`src/rtl/io_gpio_bank.sv`:
```
// Memory-mapped bank of NUM_PORTS output ports with atomic set/clr/tog and a per-port one-shot pulse engine.
// Latency: register writes take effect on the next clk edge; io_rdata is registered (1 cycle read latency).
// Backpressure: none; every bus access completes in one cycle, and a pulse start while busy is dropped and flagged.
//
// Ports:
//   clk, reset       system clock, asynchronous active-low reset
//   io_sel           IO-space data access strobe
//   io_device        device field; the bank answers only to DEVICE_ID
//   io_address       [7:5] port index, [4:2] register index, [1:0] ignored
//   mem_wdata        write data
//   mem_wmask        byte write mask, all-zero means read
//   io_rdata         registered read data, zero after any non-read cycle
//   port_out         port p at bits [p*PORT_WIDTH +: PORT_WIDTH]
//   pulse_busy       per-port pulse engine active
module io_gpio_bank #(
    parameter int                    NUM_PORTS   = 2,
    parameter int                    PORT_WIDTH  = 8,
    parameter logic [7:0]            DEVICE_ID   = 8'h00,
    parameter int                    PULSE_W     = 24,
    parameter logic [PORT_WIDTH-1:0] RESET_VALUE = '0
) (
    input  logic                            clk,
    input  logic                            reset,
    input  logic                            io_sel,
    input  logic [7:0]                      io_device,
    input  logic [7:0]                      io_address,
    input  logic [31:0]                     mem_wdata,
    input  logic [3:0]                      mem_wmask,
    output logic [31:0]                     io_rdata,
    output logic [NUM_PORTS*PORT_WIDTH-1:0] port_out,
    output logic [NUM_PORTS-1:0]            pulse_busy
);

    typedef enum logic {
        P_IDLE   = 1'b0,
        P_ACTIVE = 1'b1
    } pstate_e;

    localparam logic [2:0] R_OUT    = 3'd0;
    localparam logic [2:0] R_SET    = 3'd1;
    localparam logic [2:0] R_CLR    = 3'd2;
    localparam logic [2:0] R_TOG    = 3'd3;
    localparam logic [2:0] R_PMASK  = 3'd4;
    localparam logic [2:0] R_PLEN   = 3'd5;
    localparam logic [2:0] R_STATUS = 3'd6;

    localparam logic [3:0] NP = 4'(NUM_PORTS);

    // ------------------------------------------------------------------
    // Bus decode
    // ------------------------------------------------------------------
    logic        hit;
    logic        wr_en;
    logic        rd_en;
    logic [2:0]  port_idx;
    logic [2:0]  reg_idx;
    logic        port_ok;
    logic [31:0] lane;
    logic [31:0] wdata_m;

    assign hit      = io_sel && (io_device == DEVICE_ID);
    assign wr_en    = hit && (mem_wmask != 4'b0000);
    assign rd_en    = hit && (mem_wmask == 4'b0000);
    assign port_idx = io_address[7:5];
    assign reg_idx  = io_address[4:2];
    assign port_ok  = ({1'b0, port_idx} < NP);
    assign lane     = {{8{mem_wmask[3]}}, {8{mem_wmask[2]}},
                       {8{mem_wmask[1]}}, {8{mem_wmask[0]}}};
    // Disabled lanes contribute zeros; OUT/PLEN merge old bits back in below.
    assign wdata_m  = mem_wdata & lane;

    logic unused_ok;
    assign unused_ok = ^{io_address[1:0], mem_wdata};

    // Read value per possible port index; indices beyond NUM_PORTS read 0.
    logic [31:0] rd_val [8];

    // ------------------------------------------------------------------
    // Per-port register file and pulse engine
    // ------------------------------------------------------------------
    for (genvar g = 0; g < NUM_PORTS; g++) begin : g_port
        logic [PORT_WIDTH-1:0] out_q, out_d;
        logic [PORT_WIDTH-1:0] mask_q, mask_d;
        logic [PULSE_W-1:0]    plen_q, plen_d;
        logic [PULSE_W-1:0]    cnt_q, cnt_d;
        logic                  ovr_q, ovr_d;
        pstate_e               state_q, state_d;

        logic                  wr_p;
        logic                  rd_p;
        logic [PORT_WIDTH-1:0] wd;
        logic [PORT_WIDTH-1:0] restore;
        logic [PORT_WIDTH-1:0] base;
        logic                  start;
        logic [31:0]           out_merge;
        logic [31:0]           plen_merge;

        assign wr_p = wr_en && (port_idx == 3'(g));
        assign rd_p = rd_en && (port_idx == 3'(g));
        assign wd   = wdata_m[PORT_WIDTH-1:0];

        // Pulse FSM: next state, counter, latched mask, overrun flag.
        always_comb begin
            state_d = state_q;
            cnt_d   = cnt_q;
            mask_d  = mask_q;
            ovr_d   = ovr_q;
            restore = '0;
            start   = 1'b0;
            case (state_q)
                P_IDLE: begin
                    if (wr_p && (reg_idx == R_PMASK) && (wd != '0) && (plen_q != '0)) begin
                        start   = 1'b1;
                        state_d = P_ACTIVE;
                        cnt_d   = plen_q;
                        mask_d  = wd;
                    end
                end
                P_ACTIVE: begin
                    cnt_d = cnt_q - PULSE_W'(1);
                    // Last active edge: undo the inversion and release the engine.
                    if (cnt_q == PULSE_W'(1)) begin
                        restore = mask_q;
                        mask_d  = '0;
                        state_d = P_IDLE;
                    end
                    if (wr_p && (reg_idx == R_PMASK)) begin
                        ovr_d = 1'b1;
                    end
                end
                default: state_d = P_IDLE;
            endcase
            // Read and write cannot coincide, so clear-on-read never races a set.
            if (rd_p && (reg_idx == R_STATUS)) begin
                ovr_d = 1'b0;
            end
        end

        // OUT / PLEN: restore is applied first, then the software operation.
        always_comb begin
            base       = out_q ^ restore;
            out_d      = base;
            plen_d     = plen_q;
            out_merge  = (32'(base) & ~lane) | wdata_m;
            plen_merge = (32'(plen_q) & ~lane) | wdata_m;
            if (wr_p) begin
                case (reg_idx)
                    R_OUT:  out_d  = out_merge[PORT_WIDTH-1:0];
                    R_SET:  out_d  = base | wd;
                    R_CLR:  out_d  = base & ~wd;
                    R_TOG:  out_d  = base ^ wd;
                    R_PLEN: plen_d = plen_merge[PULSE_W-1:0];
                    default: ;
                endcase
            end
            if (start) begin
                out_d = base ^ wd;
            end
        end

        always_ff @(posedge clk or negedge reset) begin
            if (!reset) begin
                out_q   <= RESET_VALUE;
                mask_q  <= '0;
                plen_q  <= '0;
                cnt_q   <= '0;
                ovr_q   <= 1'b0;
                state_q <= P_IDLE;
            end else begin
                out_q   <= out_d;
                mask_q  <= mask_d;
                plen_q  <= plen_d;
                cnt_q   <= cnt_d;
                ovr_q   <= ovr_d;
                state_q <= state_d;
            end
        end

        assign port_out[g*PORT_WIDTH +: PORT_WIDTH] = out_q;
        assign pulse_busy[g] = (state_q == P_ACTIVE);

        always_comb begin
            rd_val[g] = 32'd0;
            case (reg_idx)
                R_OUT:    rd_val[g] = 32'(out_q);
                R_PMASK:  rd_val[g] = 32'(mask_q);
                R_PLEN:   rd_val[g] = 32'(plen_q);
                R_STATUS: rd_val[g] = {30'd0, ovr_q, (state_q == P_ACTIVE)};
                default:  rd_val[g] = 32'd0;
            endcase
        end
    end

    for (genvar g = NUM_PORTS; g < 8; g++) begin : g_noport
        assign rd_val[g] = 32'd0;
    end

    // ------------------------------------------------------------------
    // Registered read data
    // ------------------------------------------------------------------
    logic [31:0] rdata_q, rdata_d;

    always_comb begin
        rdata_d = 32'd0;
        if (rd_en && port_ok) begin
            rdata_d = rd_val[port_idx];
        end
    end

    always_ff @(posedge clk or negedge reset) begin
        if (!reset) begin
            rdata_q <= 32'd0;
        end else begin
            rdata_q <= rdata_d;
        end
    end

    assign io_rdata = rdata_q;

endmodule

```
`config.mk`:
```
export PLATFORM = sky130hd
export DESIGN_NAME = io_gpio_bank
export DESIGN_NICKNAME = d
export VERILOG_FILES = /design/src/rtl/io_gpio_bank.sv
export SDC_FILE = /design/constraint.sdc
export NUM_CORES = 1
export LEC_CHECK = 0
export CAP_MARGIN = 10
export CORE_MARGIN = 10
export CORE_UTILIZATION = 25
export DETAILED_ROUTE_END_ITERATION = 10
export PLACE_DENSITY_LB_ADDON = 0.05
export SKIP_CTS_REPAIR_TIMING = 1
export SLEW_MARGIN = 20
export SYNTH_ARGS = -nofsm -noshare
export SYNTH_HDL_FRONTEND = slang
export SYNTH_SLANG_ARGS = --single-unit
export TNS_END_PERCENT = 1
```
`constraint.sdc`:
```
create_clock -name clk -period 4.6 [get_ports clk]
set_input_delay 0.92 -clock clk [delete_from_list [all_inputs] [get_ports clk]]
set_output_delay 0.92 -clock clk [all_outputs]
set_load 0.01 [all_outputs]
```
# After elaboration in Yosys (flattened, before gate mapping)
# Cells that the tools add are included.
classes:
  add_sub_neg: 2
  multipliers: 0
  div_mod_pow: 0
  magnitude_cmp: 2
  n_eq_ne: 13
  n_shift: 0
  muxes: 40
  bitwise: 22
  reduce_logical: 34
ops:
  columns: ["operator", "count"]
  rows:
  - ["$pmux 24 s4", 2]
  - ["$bmux 32 s3", 1]
  - ["$mux 32", 3]
  - ["$mux 8", 12]
  - ["$pmux 24 s2", 2]
  - ["$and 24x24->24", 3]
  - ["$pmux 8 s4", 2]
  - ["$eq 24x1->1 const B", 2]
  - ["$mux 24", 2]
  - ["$or 24x24->24", 2]
  - ["$reduce_bool 24->1", 2]
  - ["$sub 24x1->24 const B", 2]
  - ["$and 8x8->8", 4]
  - ["$or 8x8->8", 4]
  - ["$pmux 8 s2", 2]
  - ["$xor 8x8->8", 4]
  - ["$not 24->24", 1]
  - ["$logic_and 1x1->1", 16]
  - ["$mux 1", 12]
  - ["$reduce_and 2->1", 6]
  - ["$eq 3x3->1 const B", 3]
  - ["$logic_not 8->1", 1]
  - ["$not 8->8", 1]
  - ["$reduce_bool 2->1", 4]
  - ["13 further kinds", 20]
totals:
  reg_bits: 164
  latch_bits: 0
  ramBits: 0
  romBits: 0
  in_bits: 55
  out_inout_bits: 50
  wordCells: 126
  memories: 0

# Longest topological paths before layout
logic_depth:
  ltp_word: 10
  mapped_depth: 14
  mapped_depth_nobuf: 13

# Worst setup path after synthesis
# Ideal clock, no wire load.
synth_timing:
  kind: "reg2reg"
  from: "reg g_port[0].cnt_q[6]"
  to: "reg g_port[0].out_q[7]"
  setup_ns: 0.151
  t_arrival_ns: 3.009
  t_required_ns: 4.449
  setup_slack_ns: 1.440
  stages_incl_launch_ff: 14
  path_buffers: 2
  synth_period_minus_slack_ns: 3.160
  path_cell_list: "dfrtp_1 -> or4_1 -> clkbuf_1 -> or4_1 -> clkbuf_1 -> nor4_1 -> xnor2_1 -> inv_1 -> ha_1 -> nand2_1 -> o211ai_1 -> o21ai_0 -> a32oi_1 -> o21ai_0"
synth_via:
  elab_chain_len: 9
  elab_cells_between_ends: 12
  classes_between: "1 x eq/ne; 5 x mux; 6 x bitwise"
synth_lines:
  columns: ["element", "line", "source"]
  rows:
  - ["start, declared", "85", "logic [PULSE_W-1:0] cnt_q, cnt_d;"]
  - ["start signal, assigned", "173", "cnt_q <= cnt_d;"]
  - ["$eq 24x1->1 (*)", "122", "if (cnt_q == PULSE_W'(1)) begin"]
  - ["$mux 8 (*)", "122", null]
  - ["$mux 8 (*)", "110", "case (state_q)"]
  - ["$xor 8x8->8 (*)", "141", "base = out_q ^ restore;"]
  - ["$and 8x8->8", "144", "out_merge = (32'(base) & ~lane) | wdata_m;"]
  - ["$or 8x8->8", "144", null]
  - ["$pmux 8 s4", "147", "case (reg_idx)"]
  - ["$mux 8", "146", "if (wr_p) begin"]
  - ["$mux 8 (*)", "156", "if (start) begin"]
  - ["named net g_port[0].out_d[7]", "82", "logic [PORT_WIDTH-1:0] out_q, out_d;"]
  - ["end signal, assigned", "170", "out_q <= out_d;"]
  - ["end, declared", "82", null]
# The timed path passes the listed nets; every way through them passes the cells marked *.
# A chain may end at the register's enable or synchronous reset.

# Worst setup path in the final report
layout_timing:
  from: "in io_device[3]"
  to: "reg rdata_q[8], in the netlist io_rdata[8]"
layout_via:
  elab_chain_len: 5
layout_lines:
  columns: ["element", "line", "source"]
  rows:
  - ["start, declared", "25", "input logic [7:0] io_device,"]
  - ["$logic_not 8->1", "61", "assign hit = io_sel && (io_device == DEVICE_ID);"]
  - ["$logic_and 1x1->1", "61", null]
  - ["$logic_and 1x1->1", "63", "assign rd_en = hit && (mem_wmask == 4'b0000);"]
  - ["$logic_and 1x1->1", "205", "if (rd_en && port_ok) begin"]
  - ["$mux 32", "205", null]
  - ["named net rdata_d[8]", "201", "logic [31:0] rdata_q, rdata_d;"]
  - ["end signal, assigned", "214", "rdata_q <= rdata_d;"]
  - ["end, declared", "201", null]
# The timed path passes the listed nets, and every way through them passes these cells.

==> results.txt <==
- Outcome: completed
* Portion of total power attributed to the clock network: 49.9%
- Summed over all layers, the global routing overflow is 0.
- The H-tree generated during clock tree synthesis spans 4 levels.
- Of the cells placed in the final design, the portion with a size suffix greater than 1 is 14.63%.
- After clock tree synthesis, the clock-pin slew on the worst setup and hold paths is 70 ps.
- Detailed-router iteration count before antenna repair: 5
- Number of max-cap violations: 0
- Between clock sinks in the finished design, the worst skew comes to 10.92 ps.
* Number of rows in the core area: 67
* Die Footprint: 42120 um^2
* Clock buffer count from CTS: 17
- Summing every instance area after synthesis gives 8577 um^2.
- Cell internal pwr: 2403 uW
* Most used standard cell by instance count after synthesis: sky130_fd_sc_hd__dfrtp_1
- Max FO, Critical Path: 16
* Number of gates on the worst path with buffers counted: 5
* Worst path slowest cell: sky130_fd_sc_hd__or4b_2
- Core outline area: 33700 um^2
- Tcrit/Tclk final: 79.32%
- TritonCTS Sinks: 156
* Pwr Total: 3139 uW
- Post-synth ARST share: 100.0%
* Proportion of synthesized chip area in sequential cells: 45.51%
- Data required time of the critical path: 4940 ps
- Final critical delay including setup and external delays: 3649 ps
- Dividing the detail-routed wire length by the instance count gives 22.09 um.
- Hold Path Stages: 1
* Combinational cell fraction of total power: 6.3%
- Share of total power in sequential cells: 43.8%
- The biggest area contributor in the post-synthesis netlist is sky130_fd_sc_hd__dfrtp_1.
* Number of setup violations in the final report: 0
- In this design, the largest share of critical-path delay is due to simple AND/OR/NAND/NOR gates.
- Fmax achieved: 274.1 MHz
- Slew of the pin with the lowest slew margin: 997.8 ps
- After detailed routing, the number of remaining DRC violations is 0.
- Average footprint of a synthesized cell: 9.904 um^2
* Top cell types by occurrence after synthesis: 156 x sky130_fd_sc_hd__dfrtp_1, 84 x sky130_fd_sc_hd__nand2_1, 73 x sky130_fd_sc_hd__mux2_2
- Crit. End Element: flip-flop
- Measured along the x axis, the die boundary spans 205.2 um.
* Post-synth EDFFs: 0
* Post-synth top area share: 45.51%
* Clk_lat worst skew: 440 ps
- Cell Chain, Critical Path: clkdlybuf4s50_1 > or4b_2 > nor4b_1 > nand3_1 > nor2_1
* Prevailing post-synth register cell: sky130_fd_sc_hd__dfrtp_1
- During I/O placement, the number of pins put on the boundary was 105.
- For this design the ratio of total power to cell area is 296.3 nW/um^2.
- 0 antenna diodes ended up in the layout.
- The number of antenna violations at the first check in global routing came to 0.
- Flip-flop and latch count after synthesis: 156
* Net switching share of the total power: 23.46%
- Clock root buffer master: sky130_fd_sc_hd__clkbuf_16
- The number of global-route vias before repair was 7387.
- Max-slew headroom at the worst pin: 33.48%
- Remaining antenna violation count after routing: 0
* Leakage component of the power: 0.004241 uW
- Worst EP arrival: 3990 ps
- Across the VDD grid, the largest voltage drop is 0.2560 mV.
- YS warnings: 0
- Vias: 7090
- In this design, the stage delay of the slowest critical-path cell is 780 ps.
- Global-route wire length before repair: 47530 um
- Measured in cells, the most critical reg-to-reg path has a length of 11.
- Counting both buffers and inverters, the worst setup path holds a total of 1.
* Starting DRC count in detailed routing: 550
- Sw power: 736.5 uW
- The wire-length estimate of the detail-placed layout is 22720 um.
- Area contributors post-synth: sky130_fd_sc_hd__dfrtp_1 46%, sky130_fd_sc_hd__mux2_2 9.6%, sky130_fd_sc_hd__o211ai_1 3.9%, sky130_fd_sc_hd__nand2_1 3.7%, sky130_fd_sc_hd__mux2i_1 3.2%
* Type of the tightest min-delay check: reg -> reg
- For the final routed database, the setup TNS stands at 0 ps.
- The congestion estimate from routability-driven global placement came to 0.7805.
- GRT Overall Usage: 15.00%
- TritonCTS built the clock tree.
* Pin count of the biggest net entering global routing: 97
* Bufs on Longest Clock Path: 2
- Setup repair after global routing left no endpoint under its margin.
* Total wirelength of the detailed-routed design: 31030 um
- Category of the worst setup path launch point: input port
* Port buffer count: 86
- Count of final hold-check violations: 0
* Die boundary height: 205.2 um
* Layout Area Growth over Synthesis: 23.52%
- After detailed routing, the number of vias per cell comes to 5.046.
- Non-filler cells in the finished layout: 1405
- Cells after Synth: 866
- Cell count after placement: 1374
- Starting density of the core: 25.45%
- The count of pins over their slew limit came to 0.
- Yosys mapped the design onto 58 distinct sky130hd cell types.
- After the last flow step, the layout net total stands at 1020.
- Type of the setup path with the least slack: in -> reg
[worst paths after layout]
path / startpoint / endpoint / slack [ps]
max in group asynchronous: reset / g_port[1].mask_q[4] / 3110
min in group asynchronous: reset / io_rdata[20] / 550
hold / removal: g_port[1].cnt_q[2] / g_port[1].cnt_q[2] / 520
setup / recovery: io_device[3] / io_rdata[8] / 950
setup reg to reg: g_port[0].cnt_q[6] / g_port[0].out_q[4] / 1060
hold reg to reg: g_port[1].cnt_q[2] / g_port[1].cnt_q[2] / 520
[logic make-up after synthesis]
family | count (synthesis) | share of synthesized area [%]
other | 1 | 0.04372
adder cells (fa/ha/maj) | 20 | 2.918
AND/OR/NAND/NOR | 321 | 19.33
buffers and inverters | 89 | 4.464
multiplexers | 100 | 12.74
XOR/XNOR | 17 | 1.736
AO/OA/AOI/OAI | 162 | 13.26
flip-flops | 156 | 45.51
[per-stage QoR]
stage | cell area (um^2) | hold slack [ps] | utilization, % | worst slack (ps)
4_1_cts | 10590 | 521.5 | 31.44 | 931.7
3_3_place_gp | 9965 | 501.5 | 29.57 | 481.4
3_5_place_dp | 9965 | 512.8 | 29.57 | 468.3
5_1_grt | 10590 | 535.9 | 31.44 | 661.0
6_report | 10590 | 521.8 | 31.44 | 951.4
2_1_floorplan | 8603 | 469.8 | - | 1440
[power groups by stage]
stage	sequential, uW	combinational (uW)	clock, uW
after floorplan	1400	83.9	0
after global placement	1400	201	0
after detailed placement	1400	201	0
after CTS	1370	202	1610
after global routing	1370	222	1660
final	1370	198	1570
[layout by cell type (no fill, tap or decap), types with 4 or more instances in the layout]
| cell | Yosys | layout |
|---|---|---|
| sky130_fd_sc_hd__a21oi_1 | 13 | 13 |
| sky130_fd_sc_hd__a221o_1 | 4 | 4 |
| sky130_fd_sc_hd__a221oi_1 | 13 | 13 |
| sky130_fd_sc_hd__a2bb2oi_1 | 5 | 5 |
| sky130_fd_sc_hd__a32oi_1 | 7 | 7 |
| sky130_fd_sc_hd__buf_4 | 10 | 23 |
| sky130_fd_sc_hd__bufinv_16 | 0 | 5 |
| sky130_fd_sc_hd__clkbuf_16 | 0 | 17 |
| sky130_fd_sc_hd__clkdlybuf4s50_1 | 0 | 83 |
| sky130_fd_sc_hd__conb_1 | 1 | 8 |
| sky130_fd_sc_hd__dfrtp_1 | 156 | 156 |
| sky130_fd_sc_hd__ha_1 | 20 | 20 |
| sky130_fd_sc_hd__inv_1 | 32 | 32 |
| sky130_fd_sc_hd__mux2_2 | 73 | 73 |
| sky130_fd_sc_hd__mux2i_1 | 27 | 27 |
| sky130_fd_sc_hd__nand2_1 | 84 | 84 |
| sky130_fd_sc_hd__nand2b_1 | 10 | 10 |
| sky130_fd_sc_hd__nand3_1 | 40 | 40 |
| sky130_fd_sc_hd__nand4_1 | 5 | 5 |
| sky130_fd_sc_hd__nor2_1 | 62 | 62 |
| sky130_fd_sc_hd__nor2b_1 | 10 | 10 |
| sky130_fd_sc_hd__nor3_1 | 19 | 19 |
| sky130_fd_sc_hd__nor3b_1 | 4 | 4 |
| sky130_fd_sc_hd__nor4_1 | 39 | 38 |
| sky130_fd_sc_hd__nor4b_1 | 4 | 4 |
| sky130_fd_sc_hd__o211ai_1 | 44 | 44 |
| sky130_fd_sc_hd__o21ai_0 | 46 | 46 |
| sky130_fd_sc_hd__o221ai_1 | 6 | 6 |
| sky130_fd_sc_hd__o311ai_0 | 5 | 5 |
| sky130_fd_sc_hd__or3_1 | 10 | 10 |
| sky130_fd_sc_hd__or4_1 | 10 | 10 |
| sky130_fd_sc_hd__xnor2_1 | 17 | 17 |
[layer usage]
layer	wire, um	global-route usage, %	vias to the layer above
li1	-	-	3362
met1	15160	20.77	3610
met2	14700	23.95	100
met3	887	2.689	18
met4	286	3.045	0
met5	0	0	-
[cell type report]
class | count | area [um^2]
Clock inverter | 12 | 196.4
Inverter | 32 | 120.1
Timing Repair Buffer | 110 | 1045
Clock buffer | 19 | 432.9
Tap cell | 448 | 560.5
Fill cell | 3530 | 23110
Multi-Input combinational cell | 628 | 4335
Sequential cell | 156 | 3904
[worst register-to-register path, stage by stage (launching register included)]
cell and delay [ps]:
sky130_fd_sc_hd__dfrtp_1 410, sky130_fd_sc_hd__or4_1 640, sky130_fd_sc_hd__or4_1 760, sky130_fd_sc_hd__nor4_1 510, sky130_fd_sc_hd__xnor2_1 190, sky130_fd_sc_hd__inv_1 60, sky130_fd_sc_hd__ha_1 290, sky130_fd_sc_hd__nand2_1 50
sky130_fd_sc_hd__o211ai_1 90, sky130_fd_sc_hd__o21ai_0 100, sky130_fd_sc_hd__a32oi_1 200, sky130_fd_sc_hd__o21ai_0 100
No activity file was read; power rests on OpenSTA's default activity.
